`config.mk`:
```
export PLATFORM = sky130hd
export DESIGN_NAME = wb_dma_arbiter
export DESIGN_NICKNAME = d
export VERILOG_FILES = /design/src/rtl/wb_dma_arbiter.sv
export SDC_FILE = /design/constraint.sdc
export NUM_CORES = 1
export LEC_CHECK = 0
export CAP_MARGIN = 20
export CELL_PAD_IN_SITES_DETAIL_PLACEMENT = 1
export CELL_PAD_IN_SITES_GLOBAL_PLACEMENT = 1
export CORE_ASPECT_RATIO = 1.2
export CORE_MARGIN = 10
export CORE_UTILIZATION = 16
export DETAILED_ROUTE_END_ITERATION = 8
export GPL_ROUTABILITY_DRIVEN = 0
export PLACE_DENSITY_LB_ADDON = 0.12
export SLEW_MARGIN = 20
export SYNTH_ARGS = -nofsm -noshare
export SYNTH_HDL_FRONTEND = slang
export SYNTH_SLANG_ARGS = --single-unit
```
`constraint.sdc`:
```
create_clock -name ext_clk -period 7.31 [get_ports ext_clk]
set_input_delay 1.462 -clock ext_clk [delete_from_list [all_inputs] [get_ports ext_clk]]
set_output_delay 1.462 -clock ext_clk [all_outputs]
set_load 0.02 [all_outputs]
```
`src/rtl/wb_dma_arbiter.sv`:
```
// Two-master round-robin arbiter in front of the pipelined Wishbone DMA slave port.
// Optional no-ack watchdog: define WB_ARB_TIMEOUT_EN.
module wb_dma_arbiter #(
  parameter int unsigned MAX_OUTSTANDING = 4,
  parameter int unsigned MAX_BURST       = 16,
  parameter int unsigned TIMEOUT_CYCLES  = 1024
) (
  input  logic        ext_clk,
  input  logic        ext_rst_n,
  input  logic [29:0] m0_adr,
  input  logic [31:0] m0_dat_w,
  input  logic [3:0]  m0_sel,
  input  logic        m0_cyc,
  input  logic        m0_stb,
  input  logic        m0_we,
  output logic [31:0] m0_dat_r,
  output logic        m0_ack,
  output logic        m0_stall,
  input  logic [29:0] m1_adr,
  input  logic [31:0] m1_dat_w,
  input  logic [3:0]  m1_sel,
  input  logic        m1_cyc,
  input  logic        m1_stb,
  input  logic        m1_we,
  output logic [31:0] m1_dat_r,
  output logic        m1_ack,
  output logic        m1_stall,
  output logic [29:0] s_adr,
  output logic [31:0] s_dat_w,
  output logic [3:0]  s_sel,
  output logic        s_cyc,
  output logic        s_stb,
  output logic        s_we,
  input  logic [31:0] s_dat_r,
  input  logic        s_ack,
  input  logic        s_stall,
  output logic        timeout_flag
);

  localparam int unsigned OW = $clog2(MAX_OUTSTANDING + 1);
  localparam int unsigned BW = $clog2(MAX_BURST + 1);
  localparam logic [31:0] TIMEOUT_DATA = 32'hDEAD_BEEF;

  typedef enum logic [1:0] {IDLE, OWN0, OWN1} state_t;

  state_t        state_q, state_d;
  logic [OW-1:0] out_q, out_d;
  logic [BW-1:0] burst_q, burst_d;
  logic          last_q, last_d;

  logic owned, own_cyc, own_stb, other_cyc, burst_full, cap, accept, dec, to_hit;

  // Owner-relative view of the request lines
  assign owned      = (state_q != IDLE);
  assign own_cyc    = (state_q == OWN1) ? m1_cyc : m0_cyc;
  assign own_stb    = (state_q == OWN1) ? m1_stb : m0_stb;
  assign other_cyc  = (state_q == OWN1) ? m0_cyc : m1_cyc;
  assign burst_full = (burst_q == BW'(MAX_BURST));
  assign cap        = (out_q == OW'(MAX_OUTSTANDING)) || (burst_full && other_cyc);
  assign accept     = owned && own_stb && !cap && !s_stall;
  assign dec        = owned && (s_ack || to_hit) && (out_q != '0);

  always_ff @(posedge ext_clk or negedge ext_rst_n) begin
    if (!ext_rst_n) begin
      state_q <= IDLE;
      out_q   <= '0;
      burst_q <= '0;
      last_q  <= 1'b1;
    end else begin
      state_q <= state_d;
      out_q   <= out_d;
      burst_q <= burst_d;
      last_q  <= last_d;
    end
  end

  always_comb begin
    state_d  = state_q;
    out_d    = out_q;
    burst_d  = burst_q;
    last_d   = last_q;
    s_adr    = '0;
    s_dat_w  = '0;
    s_sel    = '0;
    s_cyc    = 1'b0;
    s_stb    = 1'b0;
    s_we     = 1'b0;
    m0_dat_r = '0;
    m0_ack   = 1'b0;
    m0_stall = 1'b1;
    m1_dat_r = '0;
    m1_ack   = 1'b0;
    m1_stall = 1'b1;

    case (state_q)
      OWN0: begin
        s_adr    = m0_adr;
        s_dat_w  = m0_dat_w;
        s_sel    = m0_sel;
        s_we     = m0_we;
        s_cyc    = m0_cyc;
        s_stb    = m0_stb && !cap;
        m0_ack   = s_ack || to_hit;
        m0_dat_r = to_hit ? TIMEOUT_DATA : s_dat_r;
        m0_stall = s_stall || cap;
      end
      OWN1: begin
        s_adr    = m1_adr;
        s_dat_w  = m1_dat_w;
        s_sel    = m1_sel;
        s_we     = m1_we;
        s_cyc    = m1_cyc;
        s_stb    = m1_stb && !cap;
        m1_ack   = s_ack || to_hit;
        m1_dat_r = to_hit ? TIMEOUT_DATA : s_dat_r;
        m1_stall = s_stall || cap;
      end
      default: ;
    endcase

    // Grant on the registered state; ties go to the master that did not own last
    if (state_q == IDLE) begin
      out_d = '0;
      if (m0_cyc && (!m1_cyc || last_q)) begin
        state_d = OWN0;
        last_d  = 1'b0;
        burst_d = '0;
      end else if (m1_cyc) begin
        state_d = OWN1;
        last_d  = 1'b1;
        burst_d = '0;
      end
    end else if (!own_cyc) begin
      state_d = IDLE;
      out_d   = '0;
    end else if (burst_full && other_cyc && (out_q == '0)) begin
      state_d = IDLE;
    end else begin
      if (accept && !dec) begin
        out_d = out_q + OW'(1);
      end else if (!accept && dec) begin
        out_d = out_q - OW'(1);
      end
      if (accept && !burst_full) begin
        burst_d = burst_q + BW'(1);
      end
    end
  end

`ifdef WB_ARB_TIMEOUT_EN
  localparam int unsigned TW = $clog2(TIMEOUT_CYCLES + 1);

  logic [TW-1:0] to_cnt_q;
  logic          flag_q;

  // Watchdog fabricates an ack when the slave goes silent with work outstanding
  assign to_hit = owned && own_cyc && (out_q != '0) && !s_ack && (to_cnt_q == TW'(TIMEOUT_CYCLES));

  always_ff @(posedge ext_clk or negedge ext_rst_n) begin
    if (!ext_rst_n) begin
      to_cnt_q <= '0;
      flag_q   <= 1'b0;
    end else begin
      if (!owned || s_ack || (out_q == '0) || to_hit) begin
        to_cnt_q <= '0;
      end else begin
        to_cnt_q <= to_cnt_q + TW'(1);
      end
      if (to_hit) begin
        flag_q <= 1'b1;
      end
    end
  end

  assign timeout_flag = flag_q;
`else
  assign to_hit       = 1'b0;
  assign timeout_flag = 1'b0;
`endif

endmodule

```
==> Yosys cells after proc, flatten, opt, wreduce, memory -nomap -nowiden <==
Index checks and enable logic that the tools add are counted.
{ "totals": {"ff_bits": 11, "in_bits": 174, "output_inout_bits": 138, "elab_cells": 82} }
{ "classes": {"add_sub_neg": 3, "n_eq_ne": 9, "mux": 33, "reduce_logical": 33} }
{ "op_table": {"columns": ["operator", "count"], "rows": [
  ["two-way mux 32 bit", 2],
  ["one-hot mux 32 bit (2 select lines)", 1],
  ["one-hot mux 30 bit (2 select lines)", 1],
  ["two-way mux 5 bit", 6],
  ["two-way mux 3 bit", 5],
  ["logical AND 1 bit", 13],
  ["two-way mux 2 bit", 5],
  ["two-way mux 1 bit", 9],
  ["one-hot mux 4 bit (2 select lines)", 1],
  ["nonzero test 2 bit", 4],
  ["zero test 1 bit", 6],
  ["one-hot mux 1 bit (2 select lines)", 3],
  ["AND reduction 2 bit", 3],
  ["adder 5 x 1 -> 5 bit, second input constant", 1],
  ["== test 5 bit, second input constant", 1],
  ["!= test 4 x 1 -> 1 bit, second input constant", 1],
  ["AND reduction 4 bit", 1],
  ["adder 3 x 1 -> 3 bit, second input constant", 1],
  ["== test 3 bit, second input constant", 1],
  ["zero test 3 bit", 1],
  ["logical OR 1 bit", 3],
  ["!= test 3 x 1 -> 1 bit, second input constant", 1],
  ["!= test 3 x 2 -> 1 bit, second input constant", 1],
  ["!= test 3 bit, second input constant", 1],
  ["other kinds (6)", 6]
]} }

==> Longest topological paths before layout <==
Gate-level depths: netlist of run 1.
{ "logic_depth": {"ltp_word": 14, "ltp_mapped": 12, "ltp_nobuf": 11} }

==> Worst setup path before layout of run 1 <==
No wires, ideal clock.
{ "synth_path": {"path_kind": "input port to output port", "from": "in m0_cyc", "to": "out s_stb", "arrival_time_ns": 2.323, "t_required_ns": 5.848, "path_slack_ns": 3.525, "path_stages": 4, "path_buffers": 1, "path_cell_list": "clkbuf_1 -> mux2_2 -> nand2_1 -> and3_1"} }
{ "synth_via": {"elab_chain_cells": 6, "word_cells_on_any_way": 7, "cone_classes": "2 x mux; 5 x reduce/logical"} }
{ "synth_lines": {"columns": ["element", "line_no", "text"], "rows": [
  ["start: declaration", "13", "input logic m0_cyc,"],
  ["two-way mux 1 bit *", "57", "assign other_cyc = (state_q == OWN1) ? m0_cyc : m1_cyc;"],
  ["logical AND 1 bit *", "59", "assign cap = (out_q == OW'(MAX_OUTSTANDING)) || (burst_full && other_cyc);"],
  ["logical OR 1 bit *", "59", null],
  ["zero test 1 bit *", "102, 113", null],
  ["logical AND 1 bit (on tied branches)", "113, 102", null],
  ["one-hot mux 1 bit (2 select lines) *", "95", "case (state_q)"],
  ["end: declaration", "32", "output logic s_stb,"]
]} }
Every way passes the cells marked *; elsewhere a longest branch is shown, timed or not.

==> Worst setup path after layout of run 1 <==
Same ends and word-level chain as after synthesis.

==> reports/qor.csv, run 1 <==
metric;value;unit
Avg Inst Size Synth;7.00;µm²
IO Port Bufs;310;
dpl ws;2390;ps
Sink Count;11;
Syn-to-layout area delta;141;%
Final Cycle Share;67.2;%
initial core utilization;16.4;%
ys flop type;dfrtp_1;
Ports;312;
initial antenna violation count;2;
combinational share of power;88.2;%
CP Capture Type;primary output;
Finished Cell Area;5680;µm²
critical-path cell list;clkdlybuf4s50_1 -> mux2_2 -> nand2_1 -> and3_1 -> clkdlybuf4s50_1;
Setup crit end;s_stb;
Pint;0.846;mW
gr ovfl total;0;
Worst Hold Margin;544;ps
Period minus WS final;4910;ps
Syn Inst Count;337;
Worst Setup SP;m0_cyc;
Area after DPL;5590;µm²
number of synthesized flops with an enable pin;0;
# nets final;802;
first-pass GRT wire length;27.3;mm
area share of the leading cell type in the synthesized netlist;21.3;%
H-tree levels;1;
clk_lat worst skew;240;ps
Max Freq;204;MHz
WP data required;5850;ps
vias in the first global route;3686;
status;completed;
std cell rows;48;
leading area contributor after synthesis;a22oi_1;
sequential power share;5.9;%
Global Route Usage Sum;18.3;%
Reg2Reg Setup Slack;3980;ps
Post-CTS Setup Bufs;0;
final hold vios;0;
NetSw;0.867;mW
critical path class;input port to primary output;
total negative setup slack;0;ps
highest net fanout along the worst path;13;
WP depth;5;
chip width;131;µm
count of pins over their slew limit;0;
DR vias/cell;4.67;
Rel. slew slack;51.7;%
Crit-path slowest cell;clkdlybuf4s50_1;
CP startpoint kind;input port;
largest cells by area after synthesis;a22oi_1, nor2b_1, and2_1;
top cell family by delay on the critical path;buffers and inverters;
WP buf/inv;2;
initial DRC count;181;
Clock power frac;5.9;%
cts hold-fix bufs;0;
Leak;1.97;nW
post-route ant nets;0;
most frequent cells after synthesis;a22oi_1, nor2b_1, and2_1;
hold wc startpoint;last_q$_DFFE_PN1P_;
layout cells sized above 1;2.58;%
Post-DP HPWL;17.2;mm
PostCTS Resize Cnt;0;
Pre-antenna DRT Iters;7;
unrepaired setup endpoints after global routing;no;
Total Wirelength;20.1;mm
sw frac;50.6;%
Max Cap Viol;0;
worst vdd ir;0.000192;V
largest net degree at the start of global routing;70;
overall power;1.71;mW
Synth Net Count;518;
die area;20000;µm²
FF-to-FF Start;state_q[0]$_DFFE_PN0P_;
#FFs+latches synth;11;
most used cell, CP;clkdlybuf4s50_1;
FF-to-FF path depth;11;
async set-reset flop share out of synthesis;100;%
CTS tree;done;
Remaining DRCs;0;
Final setup violation count;0;
final worst slack;2400;ps
PwrDens;301;nW/µm²
root buf cell;clkbuf_16;
Min-Delay Path Class;flip-flop to flip-flop;
vias;3728;
number of CTS-inserted buffers;3;
CP max stage delay;620;ps
worst-margin pin slew;725;ps
Avg WL per Cell;25.1;µm
Critical Path AT;3450;ps
die span in y;153;µm
Post-Syn Area;2360;µm²
clk slew on worst S/H paths;40;ps
Worst Clk Skew;7.12;ps
library cells used by synthesis;41;
worst reg2reg path endpoint;out_q[2]$_DFFE_PN0P_;
Core ar.;14400;µm²
clock tree buffer depth;2;
YS warnings;0;
sequential area share after synthesis;11.7;%
routing by layer:
metal	vias up	global-route usage [%]	share of wire (%)
met5	-	0	0
met4	0	2.86	1.1
met3	10	5.99	8.9
met2	150	35.0	54
met1	1804	18.7	36
li1	1764	-	-
through the flow:
step / utilization, % / instances
5_1_grt: 39.3 / 796
6_report: 39.4 / 799
4_1_cts: 39.3 / 795
3_5_place_dp: 38.8 / 791
3_3_place_gp: 38.8 / 791
2_1_floorplan: - / 337
cells by family (layout without fill, tap and decap cells):
family / Yosys count / count (layout) / synth area share, %
and+or+nand+nor: 179 / 179 / 46.5
AOI/OAI and AO/OA: 91 / 91 / 28.7
buffers and inverters: 44 / 327 / 7.21
DFF: 11 / 11 / 11.7
adders and majority gates: 7 / 7 / 4.03
xor gates and xnor gates: 2 / 2 / 0.743
muxes: 2 / 2 / 0.902
other: 1 / 5 / 0.159
state kept, by name (all words and copies together) (netlist names):
name,cells
burst_q,5
last_q,1
out_q,3
state_q,2
worst min-delay path by stage:
stage,to,slack (ps),cells past startpoint
after floorplan,state_q[1]$_DFFE_PN0P_,490,1
final,last_q$_DFFE_PN1P_,540,2
after CTS,last_q$_DFFE_PN1P_,540,2
after global routing,last_q$_DFFE_PN1P_,570,2
after global placement,last_q$_DFFE_PN1P_,530,2
after detailed placement,last_q$_DFFE_PN1P_,540,2
cell usage in the layout (no fill, tap or decap), drive strengths merged, types with 3 or more instances in the layout:
cell	n
nand3	4
nor2b	67
clkbuf	3
nand4	6
and2	66
a22oi	67
ha	6
nor3	5
nor2	9
o21ai	4
a21oi	5
buf	4
or3	3
nand2b	4
inv	9
clkdlybuf4s50	310
nand2	8
dfrtp	10
diode	4
power groups by stage:
stage / sequential [mW] / clock (mW) / combinational [mW]
global placement: 0.101 / 0 / 1.51
CTS: 0.101 / 0.103 / 1.53
finish: 0.102 / 0.100 / 1.51
detailed placement: 0.102 / 0 / 1.53
floorplan: 0.0959 / 0 / 0.829
global route: 0.105 / 0.106 / 1.61
tightest hold or removal path, cell delays in order (launching register included):
cell and delay [ps]:
dfstp_2 380, a21oi_1 110, a31oi_1 50
final cells by class:
| type | count | area, µm² |
|---|---|---|
| diodes | 4 | 10.0 |
| clock buffers | 3 | 75.1 |
| clock inverters | 1 | 5.00 |
| fillers | 1716 | 8730 |
| inverters | 9 | 33.8 |
| multi-input cells | 282 | 1930 |
| flip-flops and latches | 11 | 277 |
| well taps | 175 | 219 |
| repair buffers | 314 | 3130 |
(Power assumes the default switching activity.)
==> run 2: changes to the inputs <==
--- a/config.mk
+++ b/config.mk
@@ -10,7 +10,7 @@
 export CELL_PAD_IN_SITES_GLOBAL_PLACEMENT = 1
 export CORE_ASPECT_RATIO = 1.2
 export CORE_MARGIN = 10
-export CORE_UTILIZATION = 16
+export CORE_UTILIZATION = 15
 export DETAILED_ROUTE_END_ITERATION = 8
 export GPL_ROUTABILITY_DRIVEN = 0
 export PLACE_DENSITY_LB_ADDON = 0.12
==> constraint.sdc (replaced) <==
create_clock -name ext_clk -period 4.65 [get_ports ext_clk]
set_input_delay 0.93 -clock ext_clk [delete_from_list [all_inputs] [get_ports ext_clk]]
set_output_delay 0.93 -clock ext_clk [all_outputs]
set_load 0.02 [all_outputs]
==> run 2 against run 1 <==
Clock skew is 4.9 ps lower; wire length is 1.5% lower; highest routed layer is now met5; clock power is 61% higher; die area is 5.7% higher; sequential power is 56% higher; first-iteration DRC count is 22% higher; flip-flop and latch count stayed put; sequential share of layout area hardly changed; utilization is 2.5 points lower; via count is 2.2% lower; critical endpoint unchanged; power is 57% higher; largest cell class unchanged; final area is 0.88% higher.
==> reports/qor.csv, run 2 (synthesis gave the netlist of run 1 again) <==
metric;value;unit
Core ar.;15500;µm²
FF-to-FF Start;state_q[0]$_DFFE_PN0P_;
H-tree levels;1;
Period minus WS final;3790;ps
Post-Layout Cell Count;829;
layout cells sized above 1;2.58;%
Min-Delay Path Class;flip-flop to flip-flop;
Rel. slew slack;57.0;%
CTS tree;done;
Inst Count DP;825;
initial DRC count;220;
clk_lat worst skew;240;ps
Max Cap Viol;0;
root buf cell;clkbuf_16;
GR Layer Usage met3;4.78;%
initial core utilization;15.2;%
vias in the first global route;3819;
Worst Hold Margin;536;ps
Fill cells;1926;
Final Cycle Share;81.6;%
Ports;312;
Pre-antenna DRT Iters;4;
max reg flops;5;
Final setup violation count;0;
FF-to-FF path depth;11;
first-pass GRT wire length;27.6;mm
Global Route Usage Sum;17.2;%
die area;21200;µm²
hold wc startpoint;state_q[0]$_DFFE_PN0P_;
leading cell types in the layout, fill and taps excluded;clkdlybuf4s50_1, a22oi_1, nor2b_1;
# nets final;803;
highest net fanout along the worst path;10;
clock tree buffer depth;2;
CP startpoint kind;input port;
critical path class;input port to primary output;
Reg2Reg Setup Slack;1530;ps
std cell rows;50;
Max Freq;264;MHz
Total Wirelength;19.8;mm
total negative setup slack;0;ps
WP data required;3720;ps
most common cell after layout, fill and taps aside;clkdlybuf4s50_1;
share of the core filled with cells;36.9;%
die span in y;157;µm
worst reg2reg path endpoint;out_q[2]$_DFFE_PN0P_;
worst vdd ir;0.000515;V
Regs by FF count;burst_q: 5 flops, out_q: 3 flops, state_q: 2 flops;
Leak;1.98;nW
final hold vios;0;
Remaining DRCs;0;
Syn-to-layout area delta;143;%
chip width;134;µm
diode count;0;
Avg WL per Cell;23.9;µm
cts hold-fix bufs;0;
Post-DP HPWL;16.8;mm
largest net degree at the start of global routing;101;
vias;3646;
PostCTS Resize Cnt;0;
worst-margin pin slew;645;ps
unrepaired setup endpoints after global routing;no;
CP Capture Type;primary output;
count of pins over their slew limit;0;
PwrDens;470;nW/µm²
status;completed;
Post-CTS Setup Bufs;0;
Worst Clk Skew;2.20;ps
most used routing layer;met2;
post-route ant nets;0;
initial antenna violation count;2;
clk slew on worst S/H paths;40;ps
number of CTS-inserted buffers;3;
Critical Path AT;2860;ps
gr ovfl total;0;
met2 Use GR;33.8;%
register area;277;µm²
Sink Count;11;
DR vias/cell;4.40;
IO Port Bufs;310;
Hold Crit Depth;1;
Top reg by flops;burst_q;
Worst Hold End;state_q[0]$_DFFE_PN0P_;
met1 Usage GRT;17.8;%
area occupied by multi-input gates;1930;µm²
-- run 2: cell count changes in the layout (fill, tap and decap cells not counted) --
cell      change
buf_12        +1
clkbuf_1      +1
diode_2       -4
clkinv_2      -1
-- run 2: how the worst max path moves through the flow --
stage	from	to	slack, ps
after global placement	m1_cyc	s_stb	860
after CTS	m1_cyc	s_stb	860
after floorplan	m1_cyc	out_q[2]$_DFFE_PN0P_	1690
after detailed placement	m1_cyc	s_stb	860
after global routing	m1_cyc	s_stb	790
final	m1_cyc	s_stb	860
-- run 2: worst max-delay path, stage by stage --
cell and delay (ps):
clkdlybuf4s50_1 570, mux2_2 350, nand2_1 190, and3_1 190, clkdlybuf4s50_1 620
-- run 2: area by class of cell --
| cell class | instances | share of cell area, % |
|---|---|---|
| Timing Repair Buffer | 315 | 55.0 |
| Inverter | 9 | 0.590 |
| Tap cell | 208 | 4.54 |
| Multi-Input combinational cell | 282 | 33.6 |
| Clock buffer | 4 | 1.38 |
| Sequential cell | 11 | 4.83 |
-- run 2: power by group --
part,total (mW),internal (mW),switching [mW]
Sequential,0.159,0.128,0.0314
Combinational,2.37,1.10,1.27
Clock,0.161,0.115,0.0453
-- run 2: per-layer routing --
layer / share of wire (%) / vias to the layer above
li1: - / 1754
met1: 37 / 1737
met2: 55 / 139
met3: 7.0 / 12
met4: 0.81 / 4
met5: 0.17 / -
-- run 2: through the flow --
| stage | instance area, µm² | setup WS [ps] | power, mW |
|---|---|---|---|
| floorplan | 2360 | 1690 | 1.45 |
| global placement | 5650 | 864 | 2.54 |
| detailed placement | 5650 | 857 | 2.57 |
| CTS | 5730 | 858 | 2.74 |
| global route | 5730 | 788 | 2.88 |
| finish | 5730 | 857 | 2.69 |
